`src/rtl/mant_mult_seq_ctrl.sv`:
```
// -----------------------------------------------------------------------------
// mant_mult_seq_ctrl
//
// Sequential shift-and-add controller for the SIZE x SIZE mantissa multiply of
// the IEEE-754 datapath. One external SIZE-bit carry adder is time-shared over
// SIZE iterations. The 2*SIZE-bit unnormalised product goes to the
// normalise/round stage.
//
// The adder lives outside this block and is purely combinational:
//   add_s = add_a + add_b, returned in the same cycle.
//
// Ports
//   clk      in   1        clock, rising edge
//   rst_n    in   1        asynchronous active-low reset
//   start    in   1        request, sampled only while idle
//   in1      in   SIZE     multiplicand, captured when start is accepted
//   in2      in   SIZE     multiplier, captured when start is accepted
//   busy     out  1        high while iterating
//   done     out  1        one-cycle completion pulse
//   product  out  2*SIZE   in1*in2, held until the next completion
//   norm     out  1        product MSB, normaliser shift select
//   add_a    out  SIZE     adder operand A (accumulator)
//   add_b    out  SIZE     adder operand B (multiplicand or zero)
//   add_s    in   SIZE+1   adder sum including carry out
//
// Build option
//   MANT_MULT_ZERO_BYPASS_EN : when defined, a start with a zero operand goes
//   straight to completion with product 0. The adder is never exercised and
//   busy stays low. When undefined, zero operands take the full iteration path.
// -----------------------------------------------------------------------------
module mant_mult_seq_ctrl #(
   parameter int unsigned SIZE = 24
) (
   input  logic                clk,
   input  logic                rst_n,
   input  logic                start,
   input  logic [SIZE-1:0]     in1,
   input  logic [SIZE-1:0]     in2,
   output logic                busy,
   output logic                done,
   output logic [2*SIZE-1:0]   product,
   output logic                norm,
   output logic [SIZE-1:0]     add_a,
   output logic [SIZE-1:0]     add_b,
   input  logic [SIZE:0]       add_s
);

   localparam int unsigned CNT_W = $clog2(SIZE + 1);
   localparam logic [CNT_W-1:0] CNT_LAST = CNT_W'(SIZE - 1);

   typedef enum logic [1:0] {
      IDLE = 2'd0,
      CALC = 2'd1,
      DONE = 2'd2
   } state_t;

   state_t            state;
   state_t            state_next;

   logic [SIZE-1:0]   mcand;
   logic [SIZE-1:0]   acc;
   logic [SIZE-1:0]   mplr;
   logic [CNT_W-1:0]  cnt;
   logic              last_iter;

`ifdef MANT_MULT_ZERO_BYPASS_EN
   logic              zero_op;
   assign zero_op = (in1 == '0) || (in2 == '0);
`endif

   // ---------------------------------------------------------------------------
   // State register
   // ---------------------------------------------------------------------------
   always_ff @(posedge clk or negedge rst_n) begin
      if (!rst_n) begin
         state <= IDLE;
      end else begin
         state <= state_next;
      end
   end

   // ---------------------------------------------------------------------------
   // Next state and outputs
   // ---------------------------------------------------------------------------
   always_comb begin
      state_next = state;
      busy       = 1'b0;
      done       = 1'b0;
      add_a      = '0;
      add_b      = '0;
      last_iter  = 1'b0;

      case (state)
         IDLE: begin
            if (start) begin
`ifdef MANT_MULT_ZERO_BYPASS_EN
               if (zero_op) begin
                  state_next = DONE;
               end else begin
                  state_next = CALC;
               end
`else
               state_next = CALC;
`endif
            end
         end

         CALC: begin
            busy = 1'b1;
            // The multiplier LSB selects whether this iteration adds the
            // multiplicand. The adder otherwise adds zero to the accumulator.
            add_a = acc;
            add_b = mplr[0] ? mcand : '0;
            if (cnt == CNT_LAST) begin
               last_iter  = 1'b1;
               state_next = DONE;
            end
         end

         DONE: begin
            done       = 1'b1;
            state_next = IDLE;
         end

         default: begin
            state_next = IDLE;
         end
      endcase
   end

   // ---------------------------------------------------------------------------
   // Datapath
   //
   // {acc, mplr} forms a 2*SIZE-bit shift register. Each iteration shifts it
   // right by one bit. The adder carry enters the acc MSB, and the sum LSB
   // drops into the mplr MSB, where it replaces the multiplier bit that was
   // just consumed. After SIZE iterations the register holds the full product.
   // The last iteration writes the product straight from the adder result, so
   // the product is valid in the same cycle that done rises.
   // ---------------------------------------------------------------------------
   always_ff @(posedge clk or negedge rst_n) begin
      if (!rst_n) begin
         mcand   <= '0;
         acc     <= '0;
         mplr    <= '0;
         cnt     <= '0;
         product <= '0;
      end else begin
         case (state)
            IDLE: begin
               if (start) begin
                  mcand <= in1;
                  mplr  <= in2;
                  acc   <= '0;
                  cnt   <= '0;
`ifdef MANT_MULT_ZERO_BYPASS_EN
                  if (zero_op) begin
                     product <= '0;
                  end
`endif
               end
            end

            CALC: begin
               acc  <= add_s[SIZE:1];
               mplr <= {add_s[0], mplr[SIZE-1:1]};
               cnt  <= cnt + CNT_W'(1);
               if (last_iter) begin
                  product <= {add_s[SIZE:1], add_s[0], mplr[SIZE-1:1]};
               end
            end

            default: begin
            end
         endcase
      end
   end

   assign norm = product[2*SIZE-1];

endmodule

```
`config.mk`:
```
export PLATFORM = sky130hd
export DESIGN_NAME = mant_mult_seq_ctrl
export DESIGN_NICKNAME = d
export VERILOG_FILES = /design/src/rtl/mant_mult_seq_ctrl.sv
export SDC_FILE = /design/constraint.sdc
export NUM_CORES = 1
export LEC_CHECK = 0
export ABC_CLOCK_PERIOD_IN_PS = 2760
export BUFFER_PORTS_ARGS = -buffer_cell sky130_fd_sc_hd__buf_2
export CAP_MARGIN = 20
export CELL_PAD_IN_SITES_DETAIL_PLACEMENT = 0
export CELL_PAD_IN_SITES_GLOBAL_PLACEMENT = 2
export CORE_MARGIN = 3
export CORE_UTILIZATION = 35
export CTS_CLUSTER_DIAMETER = 50
export DETAILED_ROUTE_END_ITERATION = 8
export GPL_TIMING_DRIVEN = 0
export HOLD_SLACK_MARGIN = 0.08
export PLACE_DENSITY_LB_ADDON = 0.1
export SYNTH_ARGS = -nofsm -noshare
export SYNTH_HDL_FRONTEND = slang
export SYNTH_SLANG_ARGS = --single-unit
```
`constraint.sdc`:
```
create_clock -name clk -period 2.76 [get_ports clk]
set_clock_uncertainty 0.1 [all_clocks]
set_input_delay 0 -clock clk [delete_from_list [all_inputs] [get_ports clk]]
set_output_delay 0 -clock clk [all_outputs]
set_load 0.1 [all_outputs]
```
==> results of run 1 <==
-- critical path, cell delays in order (launching register included) --
cell and delay [ns]:
dfrtp_1 0.36, nand2b_1 0.21, inv_1 0.15, buf_2 0.25, clkbuf_1 0.33, and3_1 0.22, buf_2 0.42
-- routing by layer --
layer	vias to the layer above	global-route usage	share of wire
met5	-	0	0
met2	114	0.273	0.49
met1	2022	0.213	0.44
met4	0	0.0612	0.010
met3	10	0.0508	0.061
li1	1993	-	-
-- registers in the layout, indices dropped and copies added, names as in the netlist --
signal / count
product: 48
acc: 24
mcand: 24
mplr: 24
cnt: 5
state: 2
-- kinds of logic after synthesis --
kind of cell / count (synthesis) / share of synthesized area
mux: 73 / 0.157
buf+inv: 33 / 0.0330
xor+xnor: 1 / 0.00167
simple gates: 87 / 0.0931
fa+ha+maj: 1 / 0.00239
flops: 127 / 0.608
compound gates: 78 / 0.105
-- how the worst max path moves through the flow --
| stage | endpoint | cells after the start | startpoint | slack (ns) |
|---|---|---|---|---|
| 2_1_floorplan | add_a[14] | 4 | state[1] | 0.19 |
| 3_3_place_gp | product[17] | 1 | rst_n | -0.18 |
| 3_5_place_dp | add_b[15] | 6 | state[1] | 0.71 |
| 4_1_cts | add_b[18] | 6 | state[1] | 0.25 |
| 5_1_grt | add_b[16] | 6 | state[1] | 0.13 |
| 6_report | add_b[10] | 6 | state[1] | 0.30 |
-- per-stage QoR --
stage / setup WS [ns] / instances / cell area (um2)
after floorplan: 0.187 / 400 / 5230
after global placement: -0.175 / 758 / 6330
after detailed placement: 0.705 / 759 / 6360
after CTS: 0.251 / 872 / 7850
after global routing: 0.126 / 872 / 7850
final: 0.304 / 872 / 7850
-- placed cells by master (no fill, tap or decap), types with 2 or more instances in the layout --
cell,count
o21ai_0,28
buf_2,185
mux2_2,70
nand2b_1,2
a22o_1,25
clkbuf_8,4
bufinv_16,5
mux2_1,2
buf_6,4
buf_4,3
nor2b_1,2
dlygate4sd3_1,80
and3_1,24
dfrtp_1,127
and2_1,24
nor2_1,2
nand2_1,27
a22oi_1,24
clkbuf_1,15
clkbuf_16,17
clkinv_2,3
-- timing repair --
action,4_1_cts,5_1_grt
hold buffers,81,0
setup endpoints to repair,0,0
hold endpoints to repair,226,0
-- area by class of cell --
class	instances	area (um2)	share of cell area
Buffer	32	169	0.0215
Tap cell	184	230	0.0293
Clock inverter	10	181	0.0231
Sequential cell	127	3180	0.405
Multi-Input combinational cell	240	1880	0.239
Inverter	1	3.75	0.000478
Clock buffer	22	484	0.0617
Timing Repair Buffer	256	1730	0.220
==> flow_summary.ini, run 1 <==
[floorplanning]
die_w_um = 128
start_util = 0.358
io_pins = 175
die-area_mm2 = 0.0164
fp.dieH_um = 128
coreArea_mm2 = 0.0146
rows = 44

[synthesis]
async_flop_share = 1.00
synth_area_leaders = dfrtp_1, mux2_2, a22o_1, a22oi_1, and2_1
syn_area_mm2 = 0.00523
yosys_warnings = 0
synth_top_area_share = 0.608
synth-main-ff-cell = dfrtp_1
synth_edf_count = 0
yosysSeqAreaShare = 0.608
yosysMostFrequentCell = dfrtp_1
avgSynthCellArea_um2 = 13.1
syn_inst = 400
syn_nets = 477
yosys.area.top_type = dfrtp_1
ys_seq_elements = 127
synth_common_cells = dfrtp_1, mux2_2, o21ai_0, nand2_1, a22o_1
synth.distinct_cells = 27

[timing]
slew_headroom = 0.660
maxSlewViolCount = 0
fin_tns_setup_ns = 0
hold_violations = 0
fmax_mhz = 407
rsz0062_at_grt = false
hold-worst-slack_ns = 0.245
tightest_slew_ns = 0.513
period_share = 0.890
min_period_ns = 2.46
setup_violations = 0

[setup_path]
critPathArrivalTime_ns = 2.36
r2r_slack_ns = 0.60
rr_worst_depth = 4
critPathCaptureType = output port
required_ns = 2.66
reg2reg_to = mcand[3]
rr_startpoint = state[0]
start_kind = register
crit_type = reg -> out
critPathMaxFanout = 10

[cts]
max-clock-path-buffers = 2
ctsRootBufferMaster = clkbuf_16
post_cts_buffers = 0
cts.clk_slew.worst_paths_ns = 0.05
numCtsBuffers = 17
cts_resized = 0
clock-sinks = 127
insertion_delay_ns = 0.40
cts_tree = yes
htreeDepth = 4

[grt]
first_global_vias = 4273
track_usage = 0.168
grt_pass1_wl_mm = 21.8
grt_max_degree = 95
overflow = 0
antenna_found_initial = 0

[hold_path]
min_to = mcand[11]
hp-class = in -> reg
min_from = in1[11]
holdPathStages = 3

[detailed_routing]
routed_wl_mm = 13.5
drt_pre_antenna_iters = 4
avgRoutedWirePerCell_um = 15.5
vias = 4139
drtAntennaViolNets = 0
via_per_inst = 4.75
drtIter0Drc = 154
drc = 0

[outcome]
outcome = finished, final reports clean

[placement]
hpwl_mm = 9.20
port_buffers = 174
gp_congestion = 0.736

[cells_and_area]
fillerInstances = 1313
drive_gt1_frac = 0.433
n_antenna_cell = 0
fin_nets = 752
final_util = 0.538
areaGrowthSynthToFinish_pct = 50.1

[run]
cap_viol_max_count = 0
Power of run 1 is left out: the tool's default activity adds up to more than one toggle a clock period on the data nets, which glitch-free logic cannot reach.
==> inputs of run 2 (changes only) <==
--- a/config.mk
+++ b/config.mk
@@ -5,13 +5,14 @@
 export SDC_FILE = /design/constraint.sdc
 export NUM_CORES = 1
 export LEC_CHECK = 0
+export ABC_AREA = 1
 export ABC_CLOCK_PERIOD_IN_PS = 2760
 export BUFFER_PORTS_ARGS = -buffer_cell sky130_fd_sc_hd__buf_2
 export CAP_MARGIN = 20
 export CELL_PAD_IN_SITES_DETAIL_PLACEMENT = 0
 export CELL_PAD_IN_SITES_GLOBAL_PLACEMENT = 2
 export CORE_MARGIN = 3
-export CORE_UTILIZATION = 35
+export CORE_UTILIZATION = 31
 export CTS_CLUSTER_DIAMETER = 50
 export DETAILED_ROUTE_END_ITERATION = 8
 export GPL_TIMING_DRIVEN = 0
==> run 2 against run 1 <==
Critical path depth is 1 lower; routed wire length is 25% higher; core utilization is 5.7 points lower; synthesized area is 4.4% higher; non-clock buffer count is 25 higher.
==> flow_summary.ini, run 2 <==
[cts]
postCtsHoldBufs = 93
max-clock-path-buffers = 2
cts_tree = yes
insertion_delay_ns = 0.41
cts_resized = 0
clock-sinks = 127
numCtsBuffers = 17
post_cts_buffers = 0
htreeDepth = 4
cts.clk_slew.worst_paths_ns = 0.05
ctsRootBufferMaster = clkbuf_16

[cells_and_area]
drive_gt1_frac = 0.248
multiInputGateArea_mm2 = 0.00194
regArea_mm2 = 0.00318
final_util = 0.482
fillerInstances = 1706
mostFrequentLayoutCells = nand2_1, buf_2, dfrtp_1
areaGrowthSynthToFinish_pct = 49.3
final_common_cell = nand2_1
n_antenna_cell = 0
largest_register_ffs = 48
regMostFlops = product
fin_nets = 1033

[setup_path]
critPathCaptureType = output port
path_delay_family = buffers and inverters
slowest_delay_ns = 0.45
crit_top_cell = clkbuf_1
critPathArrivalTime_ns = 2.20
path_cells = clkbuf_1 > clkbuf_1 > nand2_1 > nor2_1 > buf_2
cp_slowest_cell = buf_2
critPathMaxFanout = 10
crit_type = reg -> out
cp_num_buf_inv = 3
required_ns = 2.66
start_kind = register

[synthesis]
yosys.area.top_type = dfrtp_1
yosysSeqAreaShare = 0.582
yosysMostFrequentCell = nand2_1
syn_inst = 669
syn_nets = 746
synth_top_area_share = 0.582
synth_edf_count = 0
synth_area_leaders = dfrtp_1, nand2_1, nand3_1, nor2_1, o21ai_0
ys_seq_elements = 127
avgSynthCellArea_um2 = 8.16
synth_common_cells = nand2_1, dfrtp_1, nand3_1, nor2_1, inv_1
synth-main-ff-cell = dfrtp_1
syn_area_mm2 = 0.00546
yosys_warnings = 0
synth.distinct_cells = 18
async_flop_share = 1.00

[detailed_routing]
vias = 5378
wl_met2_mm = 7.85
drc = 0
dr_wl_met3_um = 844
avgRoutedWirePerCell_um = 14.2
routed_wl_mm = 16.9
drtIter0Drc = 219
via_per_inst = 4.53
drt_pre_antenna_iters = 6
drtAntennaViolNets = 0
m1WireLength_mm = 7.94
top_layer_used = met4

[floorplanning]
coreArea_mm2 = 0.0169
start_util = 0.322
rows = 47
fp.dieH_um = 139
io_pins = 175
die-area_mm2 = 0.0192
die_w_um = 139

[timing]
setup_violations = 0
maxSlewViolCount = 0
min_period_ns = 2.30
tightest_slew_ns = 0.512
fin_tns_setup_ns = 0
rsz0062_at_grt = false
slew_headroom = 0.659
timing.final.ws_setup_ns = 0.462
hold_violations = 0
fmax_mhz = 435
period_share = 0.833
hold-worst-slack_ns = 0.220

[placement]
gp_congestion = 0.754
dp_slack_ns = 0.888
port_buffers = 174
hpwl_mm = 11.7

[run]
cap_viol_max_count = 0

[grt]
antenna_found_initial = 0
track_usage = 0.175
overflow = 0
first_global_vias = 5366
grt_max_degree = 70
grt_pass1_wl_mm = 27.4

[hold_path]
hp-class = in -> reg

[outcome]
outcome = finished, final reports clean
## run 2: final cells by class
| class | count | share of cell area |
|---|---|---|
| Sequential cell | 127 | 0.390 |
| Timing Repair Buffer | 268 | 0.227 |
| Tap cell | 220 | 0.0337 |
| Clock inverter | 7 | 0.0104 |
| Clock buffer | 24 | 0.0591 |
| Buffer | 45 | 0.0281 |
| Inverter | 31 | 0.0143 |
| Multi-Input combinational cell | 466 | 0.238 |
## run 2: path summary, 6_finish.rpt
kind                                  start     endpoint  slack [ns]  cells past startpoint
worst max-delay path                mplr[0]     add_b[3]        0.46                      5
worst min-delay path                in1[11]    mcand[11]        0.22                      4
worst max register to register     state[1]     mcand[3]        0.70                      8
worst min register to register  product[37]  product[37]        0.36                      2
max in group asynchronous             rst_n     mplr[13]        1.64                      4
min in group asynchronous             rst_n       acc[9]        0.59                      4
## run 2: metrics by stage
stage               instances  cell area, um2
global route             1188            8160
CTS                      1188            8160
global placement         1063            6610
detailed placement       1064            6640
finish                   1188            8160
floorplan                 669            5460
## run 2: cells by family (layout without fill, tap and decap cells)
family,after synthesis,in the layout,share of synthesized area
adder cells (fa/ha/maj),1,1,0.00229
buffers and inverters,76,375,0.0632
AO/OA/AOI/OAI,27,27,0.0247
AND/OR/NAND/NOR,438,438,0.328
flip-flops,127,127,0.582
## run 2: metal layers
layer	up-vias	track usage
met2	149	0.280
met1	2545	0.238
met5	-	0
met4	0	0.0536
met3	17	0.0403
li1	2667	-
## run 2: worst min-delay path, cell delays in order
cell and delay (ns):
dlygate4sd3_1 0.51, buf_2 0.09, nand2_1 0.04, nand2_1 0.05
Power of run 2 is left out for the same reason.
